<file path="config.mk">
export PLATFORM = sky130hd
export DESIGN_NAME = bios_loader
export DESIGN_NICKNAME = d
export VERILOG_FILES = /design/src/rtl/bios_loader.sv
export SDC_FILE = /design/constraint.sdc
export NUM_CORES = 1
export LEC_CHECK = 0
export BUFFER_PORTS_ARGS = -buffer_cell sky130_fd_sc_hd__buf_2
export CORE_ASPECT_RATIO = 0.6
export CORE_MARGIN = 2
export CORE_UTILIZATION = 45
export CTS_CLUSTER_SIZE = 8
export DETAILED_ROUTE_END_ITERATION = 12
export PLACE_DENSITY_LB_ADDON = 0.12
export SLEW_MARGIN = 25
export SYNTH_ARGS = -nofsm -noshare
export SYNTH_HDL_FRONTEND = slang
export SYNTH_SLANG_ARGS = --single-unit
export TNS_END_PERCENT = 50
</file>
<file path="constraint.sdc">
create_clock -name clk_sys -period 8.77 [get_ports clk_sys]
set_input_delay 0.4385 -clock clk_sys [delete_from_list [all_inputs] [get_ports clk_sys]]
set_output_delay 0.4385 -clock clk_sys [all_outputs]
set_load 0.02 [all_outputs]
</file>
<file path="src/rtl/bios_loader.sv">
// Streams a BIOS image from the hps_io ioctl download port into the Next186 BIOS load port.
// Optional build macro: BIOS_LOADER_CKSUM_EN enables the running word checksum on cksum.
module bios_loader #(
   parameter logic [7:0] INDEX     = 8'd0,
   parameter int         FIFO_AW   = 5,
   parameter int         MAX_WORDS = 8192
) (
   input  logic        clk_sys,
   input  logic        reset,
   input  logic        ioctl_download,
   input  logic [7:0]  ioctl_index,
   input  logic        ioctl_wr,
   input  logic [24:0] ioctl_addr,
   input  logic [7:0]  ioctl_dout,
   output logic        ioctl_wait,
   output logic [12:0] bios_addr,
   output logic [15:0] bios_din,
   output logic        bios_wr,
   input  logic        bios_req,
   output logic        bios_loaded,
   output logic        bios_overflow,
   output logic [15:0] cksum
);

   localparam int                 DEPTH        = 1 << FIFO_AW;
   localparam logic [FIFO_AW:0]   DEPTH_C      = (FIFO_AW+1)'(DEPTH);
   localparam logic [FIFO_AW:0]   WAIT_MARK_C  = (FIFO_AW+1)'(DEPTH - 1);
   localparam logic [FIFO_AW:0]   CNT_ONE_C    = (FIFO_AW+1)'(1);
   localparam logic [FIFO_AW:0]   CNT_ZERO_C   = (FIFO_AW+1)'(0);
   localparam logic [FIFO_AW-1:0] PTR_ONE_C    = FIFO_AW'(1);
   localparam logic [FIFO_AW-1:0] PTR_ZERO_C   = FIFO_AW'(0);
   localparam logic [24:0]        BYTE_LIMIT_C = 25'(MAX_WORDS * 2);
   localparam logic [12:0]        ADDR_MAX_C   = 13'h1FFF;

   typedef enum logic [1:0] {ST_IDLE, ST_LOAD, ST_DRAIN, ST_DONE} state_t;

   state_t             state_r;
   logic [15:0]        fifo_mem_r [DEPTH];
   logic [FIFO_AW-1:0] wr_ptr_r;
   logic [FIFO_AW-1:0] rd_ptr_r;
   logic [FIFO_AW:0]   count_r;
   logic               dl_d_r;
   logic [7:0]         low_r;
   logic               low_valid_r;
   logic               push_pend_r;
   logic [15:0]        push_data_r;
   logic               wait_r;
   logic [12:0]        bios_addr_r;
   logic [15:0]        bios_din_r;
   logic               bios_wr_r;
   logic               loaded_r;
   logic               ovf_r;

   logic               start_s;
   logic               pop_s;
   logic               push_s;
   logic [FIFO_AW:0]   count_next_s;
   logic [FIFO_AW-1:0] rd_next_s;
   logic [15:0]        head_next_s;

   // Session start, FIFO handshake and the head word the FIFO will present next cycle.
   always_comb begin
      start_s      = 1'b0;
      pop_s        = 1'b0;
      push_s       = 1'b0;
      count_next_s = count_r;
      rd_next_s    = rd_ptr_r;
      head_next_s  = 16'h0000;
      if (ioctl_download && !dl_d_r && (ioctl_index == INDEX) &&
          ((state_r == ST_IDLE) || (state_r == ST_DONE))) begin
         start_s = 1'b1;
      end else begin
         start_s = 1'b0;
      end
      pop_s  = bios_req && bios_wr_r && (count_r != CNT_ZERO_C);
      push_s = push_pend_r && bios_wr_r && ((count_r != DEPTH_C) || pop_s);
      if (push_s && !pop_s) begin
         count_next_s = count_r + CNT_ONE_C;
      end else if (pop_s && !push_s) begin
         count_next_s = count_r - CNT_ONE_C;
      end else begin
         count_next_s = count_r;
      end
      if (pop_s) begin
         rd_next_s = rd_ptr_r + PTR_ONE_C;
      end else begin
         rd_next_s = rd_ptr_r;
      end
      // A word written this cycle into the slot about to become head bypasses the array.
      if (push_s && (wr_ptr_r == rd_next_s)) begin
         head_next_s = push_data_r;
      end else begin
         head_next_s = fifo_mem_r[rd_next_s];
      end
   end

   // FIFO storage write port.
   always_ff @(posedge clk_sys) begin
      if (push_s) begin
         fifo_mem_r[wr_ptr_r] <= push_data_r;
      end
   end

   // Session state machine, byte packing, FIFO pointers and registered outputs.
   always_ff @(posedge clk_sys) begin
      if (reset) begin
         state_r     <= ST_IDLE;
         wr_ptr_r    <= PTR_ZERO_C;
         rd_ptr_r    <= PTR_ZERO_C;
         count_r     <= CNT_ZERO_C;
         dl_d_r      <= 1'b0;
         low_r       <= 8'h00;
         low_valid_r <= 1'b0;
         push_pend_r <= 1'b0;
         push_data_r <= 16'h0000;
         wait_r      <= 1'b0;
         bios_addr_r <= 13'd0;
         bios_din_r  <= 16'h0000;
         bios_wr_r   <= 1'b0;
         loaded_r    <= 1'b0;
         ovf_r       <= 1'b0;
      end else begin
         dl_d_r <= ioctl_download;
         if (bios_wr_r) begin
            push_pend_r <= 1'b0;
            count_r     <= count_next_s;
            rd_ptr_r    <= rd_next_s;
            if (push_s) begin
               wr_ptr_r <= wr_ptr_r + PTR_ONE_C;
            end
            if (count_next_s != CNT_ZERO_C) begin
               bios_din_r <= head_next_s;
            end
            // Address saturates so it can only wrap through a new session.
            if (pop_s && (bios_addr_r != ADDR_MAX_C)) begin
               bios_addr_r <= bios_addr_r + 13'd1;
            end
            if ((bios_req && !pop_s) || (push_pend_r && !push_s)) begin
               ovf_r <= 1'b1;
            end
         end
         case (state_r)
            ST_IDLE, ST_DONE: begin
               if (start_s) begin
                  state_r     <= ST_LOAD;
                  bios_wr_r   <= 1'b1;
                  loaded_r    <= 1'b0;
                  ovf_r       <= 1'b0;
                  bios_addr_r <= 13'd0;
                  count_r     <= CNT_ZERO_C;
                  wr_ptr_r    <= PTR_ZERO_C;
                  rd_ptr_r    <= PTR_ZERO_C;
                  push_pend_r <= 1'b0;
                  low_valid_r <= 1'b0;
                  wait_r      <= 1'b0;
               end
            end
            ST_LOAD: begin
               if (ioctl_download) begin
                  wait_r <= (count_next_s >= WAIT_MARK_C);
                  if (ioctl_wr) begin
                     if (ioctl_addr >= BYTE_LIMIT_C) begin
                        ovf_r <= 1'b1;
                     end else if (ioctl_addr[0]) begin
                        push_pend_r <= 1'b1;
                        push_data_r <= {ioctl_dout, low_r};
                        low_valid_r <= 1'b0;
                     end else begin
                        low_r       <= ioctl_dout;
                        low_valid_r <= 1'b1;
                     end
                  end
               end else begin
                  // Flush an unpaired trailing byte as a zero-extended word.
                  state_r     <= ST_DRAIN;
                  wait_r      <= 1'b0;
                  push_pend_r <= low_valid_r;
                  push_data_r <= {8'h00, low_r};
                  low_valid_r <= 1'b0;
               end
            end
            ST_DRAIN: begin
               if (count_next_s == CNT_ZERO_C) begin
                  state_r   <= ST_DONE;
                  bios_wr_r <= 1'b0;
                  loaded_r  <= 1'b1;
               end
            end
            default: begin
               state_r <= ST_IDLE;
            end
         endcase
      end
   end

`ifdef BIOS_LOADER_CKSUM_EN
   logic [15:0] cksum_r;

   // Sum of every word the system has consumed in the current session.
   always_ff @(posedge clk_sys) begin
      if (reset) begin
         cksum_r <= 16'h0000;
      end else if (start_s) begin
         cksum_r <= 16'h0000;
      end else if (pop_s) begin
         cksum_r <= cksum_r + bios_din_r;
      end else begin
         cksum_r <= cksum_r;
      end
   end

   assign cksum = cksum_r;
`else
   assign cksum = 16'h0000;
`endif

   assign ioctl_wait    = wait_r;
   assign bios_addr     = bios_addr_r;
   assign bios_din      = bios_din_r;
   assign bios_wr       = bios_wr_r;
   assign bios_loaded   = loaded_r;
   assign bios_overflow = ovf_r;

endmodule
</file>
# --- Word-level counts from Yosys, hierarchy flattened ---
# Memory sizes are Yosys's and may differ from the RTL's. A register that Yosys moved wholly into a read port is not among the register bits.
# Index checks and enable logic that the tools add are counted.
classes:
  n_mux: 55
  n_addsub: 5
  n_bitwise: 2
  reduce_logical: 33
  n_eq_ne: 13
  n_lt_le_gt_ge: 2
ops:
  columns: ["operator", "n"]
  rows:
  - ["$mux W16", 4]
  - ["$mux W13", 4]
  - ["$mux W5", 8]
  - ["$mux W6", 5]
  - ["$ge A25 B15 Y1 const B", 1]
  - ["$mux W1", 24]
  - ["$add A13 B1 Y13 const B", 1]
  - ["$ne A13 B13 Y1 const B", 1]
  - ["$logic_and A1 B1 Y1", 12]
  - ["$pmux W1 S2", 6]
  - ["$reduce_bool A6 Y1", 2]
  - ["$add A5 B1 Y5 const B", 2]
  - ["$logic_not A8 Y1", 1]
  - ["$ne A2 B2 Y1 const B", 4]
  - ["$reduce_and A4 Y1", 2]
  - ["$add A6 B1 Y6 const B", 1]
  - ["$ge A6 B5 Y1 const B", 1]
  - ["$logic_not A6 Y1", 1]
  - ["$mux W2", 3]
  - ["$ne A3 B3 Y1 const B", 2]
  - ["$ne A6 B6 Y1 const B", 1]
  - ["$pmux W2 S3", 1]
  - ["$reduce_and A3 Y1", 2]
  - ["$sub A6 B1 Y6 const B", 1]
  - ["11 further kinds", 20]
word_totals:
  elab_cells: 125
  input_bits: 46
  register_bits: 62
  output_inout_bits: 49
  mem_count: 1
  mem_bits_rw: 512
memory_table:
  columns: ["memory", "words", "word_bits", "rd", "rd_clocked_by_memory_dff", "write_ports", "line", "rtl"]
  rows:
  - ["fifo_mem_r", 32, 16, 1, 1, 1, "38", "logic [15:0] fifo_mem_r [DEPTH];"]

# --- Depth between registers and ports, before layout ---
depth:
  word_depth: 13
  mapped_depth: 16
  depth_no_buf: 10

# --- Worst setup path before layout ---
# OpenSTA, ideal clock, no wires.
synth_timing:
  kind: "reg2reg"
  start: "register count_r[0]"
  end: "memory fifo_mem_r[27][0] (enable)"
  t_required_ns: 8.382
  period_less_slack_ns: 3.426
  path_stages_with_launch: 9
  n_path_buf: 2
  path_slack_ns: 5.344
  setup_ns: 0.388
  arrival_time_ns: 3.038
  path_cell_list: "dfxtp_1 clkbuf_1 inv_1 ha_1 nor4b_4 buf_2 a311oi_1 nand2_1 nor2_1"
synth_between:
  elab_chain_len: 6
  word_cells_on_any_way: 7
  cone_classes: "eq/ne: 1; mux: 2; reduce/logical: 4"
synth_rtl:
  columns: ["element", "line", "rtl"]
  rows:
  - ["start, declared", "41", "logic [FIFO_AW:0] count_r;"]
  - ["start signal, assigned", "126", "count_r <= count_next_s;"]
  - ["$reduce_bool A6 Y1", "75", "pop_s = bios_req && bios_wr_r && (count_r != CNT_ZERO_C);"]
  - ["$logic_and A1 B1 Y1", "75", null]
  - ["$logic_or A1 B1 Y1 (*)", "76", "push_s = push_pend_r && bios_wr_r && ((count_r != DEPTH_C) || pop_s);"]
  - ["$logic_and A1 B1 Y1 (*)", "76", null]
  - ["$mux W1 (*)", "99", "if (push_s) begin"]
  - ["$mux W1 (not written as such) (*)", "100", "fifo_mem_r[wr_ptr_r] <= push_data_r;"]
  - ["end, declared", "38", null]
# Mark *: on every way between the ends. The rest lies on a longest branch, timed or not.

# --- Worst setup path in the final report ---
layout_timing:
  start: "register bios_wr_r (netlist: bios_wr)"
  end: "register bios_din_r[11] (netlist: bios_din[11]), read port of fifo_mem_r"
layout_between:
  elab_chain_len: 10
  word_cells_on_any_way: 14
  cone_classes: "mux: 3; reduce/logical: 11"
layout_rtl:
  columns: ["element", "line", "rtl"]
  rows:
  - ["start, declared", "50", "logic bios_wr_r;"]
  - ["start signal, assigned", "119", "bios_wr_r <= 1'b0;"]
  - ["start signal, assigned", "146", "bios_wr_r <= 1'b1;"]
  - ["start signal, assigned", "185", "bios_wr_r <= 1'b0;"]
  - ["$logic_and A1 B1 Y1 (2 in a row)", "75", null]
  - ["$logic_or A1 B1 Y1", "76", null]
  - ["$logic_and A1 B1 Y1", "76", null]
  - ["$logic_not A1 Y1", "79", "end else if (pop_s && !push_s) begin"]
  - ["$logic_and A1 B1 Y1", "79", null]
  - ["$mux W6", "79", null]
  - ["$mux W6", "77", "if (push_s && !pop_s) begin"]
  - ["$reduce_bool A6 Y1", "131", "if (count_next_s != CNT_ZERO_C) begin"]
  - ["$reduce_and A2 Y1 (no source line)", null, null]
  - ["end, declared", "49", "logic [15:0] bios_din_r;"]
# Several ways; a longest one is shown, not always the timed one.
# A chain may end at the register's enable or synchronous reset.

==> impl_metrics.toml <==
[power]
combPwrFrac_pct = 7.3
power_density_nw_per_um2 = 232
p_sw_share_pct = 23.3
ir_drop_v = 0.000236
internal_power_mw = 4.93
p_clk_share_pct = 45.6
leakagePower_nw = 9.78
design_power_total_mw = 6.43
power_switching_mw = 1.50
p_seq_share_pct = 47.1

[clocking]
cts_root_buf = "clkbuf_16"
clk_pin_slew_ns = 0.05
cts_tree = "built"
holdBufCountCts = 0
postCtsSetupBuffers = 0
cts_num_sinks = 590
ctsResizeCount = 0
htreeDepth = 3
cts_buffers = 83
clk_latency_ns = 0.62
cts_buffer_depth = 3

[logic_synthesis]
synth_flop_cell = "edfxtp_1"
synth_mux_area_share_pct = 3.09
ys_seq_elements = 590
synth_adder_area_share_pct = 0.623
synth_warnings = 0
synth-seq-area-share_pct = 70.3
synth_xor_area_share_pct = 1.15
syn_avg_cell_area_um2 = 13.1
yosysUniqueCellTypes = 77
synth_area_um2 = 24100
synth_top_family_by_area = "simple AND/OR/NAND/NOR gates"
netlist_instances = 1838
synth_edf_count = 512
async_flop_share_pct = 0
yosys.area_share.simple_pct = 11.9
synth_compound_area_share_pct = 9.86

[finish]
fillerInstances = 4442
register_area_um2 = 16900
multi_input_area_um2 = 6590
layout-drive-gt1-share_pct = 12.7
syn2layout_area_growth_pct = 15.0
n_antenna_cell = 0
layout_common_cells = "512 x edfxtp_1, 374 x nand2_1, 100 x nor2_1"
fin_nets = 1993
final_common_cell = "edfxtp_1"

[floorplan]
coreArea_um2 = 52700
dieArea_um2 = 55500
die_x_um = 303
rows = 65
dieHeight_um = 183
io_pins = 95
floorplan.initialDensity_pct = 45.7

[drt]
first_pass_iters = 5
routedWlPerCell_um = 24.3
vias = 15538
postRouteWirelength_um = 65200
antenna_left = 0
via_per_inst = 5.78
drtIter0Drc = 1653
drc = 0

[timing]
hold_viol = 0
rsz0062_at_grt = "no"
setup_viol = 0
maxSlewViolCount = 0
worstMarginPinSlew_ns = 1.06
skew_ns = 0.0330
slew_headroom_pct = 29.5
max_freq_mhz = 201
tns_ns = 0
period_share_pct = 56.8
fin_crit_ns = 4.98

[worst_setup_path]
max_stage_delay_ns = 0.78
critPathKind = "reg2reg"
cp_cell_sequence = "nand2_1 > a22oi_2 > buf_4 > and2_4 > buf_4 > nand2_1 > a31oi_1 > o211ai_1 > a32o_1 > o221ai_1"
required_ns = 9.27
crit_arrival_ns = 5.49
crit_family = "compound AO/OA/AOI/OAI gates"
critPathMaxFanout = 65
cp_slowest_cell = "a22oi_2"
cp-start-kind = "flip-flop"
cp_num_buf_inv = 2
endpoint_kind = "flip-flop"

[run]
drv_cap = 0

[global_routing]
grt_overflow_total = 0
grt_pass1_wl_um = 97000
grt_use_total_pct = 23.8
grt_pass1_vias = 14834
grt_max_degree = 182
antenna_found_initial = 2

[place]
io_buffers = 65
dp_hpwl_um = 37600
routabilityCongestion = 0.839

[min_path]
min_path_type = "in2reg"

[status]
outcome = "completed"
==> cell families after synthesis <==
| logic type | count (synthesis) |
|---|---|
| compound gates | 310 |
| xor+xnor | 29 |
| fa+ha+maj | 12 |
| buf+inv | 159 |
| flops | 590 |
| mux | 74 |
| other cells | 1 |
| simple gates | 663 |
==> area by class of cell <==
class	instances	area share, %
clock buffers	129	8.20
repair buffers	126	2.92
clock inverters	6	0.375
well taps	703	3.17
multi-input cells	1104	23.8
flip-flops and latches	590	61.1
inverters	30	0.406
==> worst register-to-register path: cells and delay by family (launching register included) <==
family	cells	cell delay (ns)
and+or+nand+nor	3	1.03
AOI/OAI and AO/OA	5	2.05
DFF	1	0.66
buffers and inverters	2	1.17
==> per-stage QoR <==
stage	instances	hold slack [ns]	worst slack [ns]	utilization, %	area, µm²
global route	2688	0.0934	3.48	52.6	27700
CTS	2688	0.0566	3.85	52.6	27700
detailed placement	2553	0.463	3.83	48.1	25300
floorplan	1853	0.460	5.34	-	24200
global placement	2553	0.454	3.90	48.1	25300
finish	2688	0.0820	3.79	52.6	27700
==> sequential cells by signal, summed over array words and instances (netlist names), 2 cells and up <==
signal	flops
low_r	8
bios_din	16
count_r	6
wr_ptr_r	5
rd_ptr_r	5
fifo_mem_r	512
state_r	2
push_data_r	16
bios_addr	13
==> cell usage after synthesis, types with 14 or more instances <==
cell,n,share of area (%)
o2111ai_1,15,0.55
dfxtp_1,78,6.5
a211oi_1,31,0.97
inv_1,30,0.47
clkbuf_1,71,1.1
o21ai_0,15,0.31
edfxtp_1,512,64
o211ai_1,18,0.56
buf_4,22,0.69
xor2_1,14,0.51
o221ai_1,23,0.84
mux2i_1,71,2.9
nor2_1,107,1.7
nand3_1,92,1.9
buf_2,29,0.60
a31oi_1,76,2.0
a32oi_1,42,1.5
a21oi_1,15,0.31
and3_1,32,0.83
nand2_1,376,5.9
==> power by group through the flow <==
| stage | clock network [mW] | logic [mW] | registers [mW] |
|---|---|---|---|
| finish | 2.93 | 0.468 | 3.03 |
| detailed placement | 0 | 0.470 | 3.08 |
| global route | 3.10 | 0.516 | 3.02 |
| global placement | 0 | 0.464 | 3.08 |
| floorplan | 0 | 0.360 | 3.08 |
| CTS | 2.98 | 0.471 | 3.03 |
==> layer usage <==
metal  share of wire [%]  global-route usage (%)  vias to the layer above  wire length (µm)
li1                    -                       -                     7110                 -
met1                  47                    36.6                     7755             30500
met2                  43                    34.7                      580             28400
met3                 8.3                    4.55                       91              5440
met4                 1.4                    5.36                        2               935
met5               0.020                       0                        -                13
==> final timing paths <==
kind / startpoint / to / slack (ns) / depth (start not counted)
setup / recovery: bios_wr / bios_din[11] / 3.79 / 10
hold / removal: ioctl_dout[3] / low_r[3] / 0.08 / 3
setup reg to reg: bios_wr / bios_din[11] / 3.79 / 10
hold reg to reg: bios_din[12] / bios_din[12] / 0.47 / 2
(Power assumes the default switching activity.)
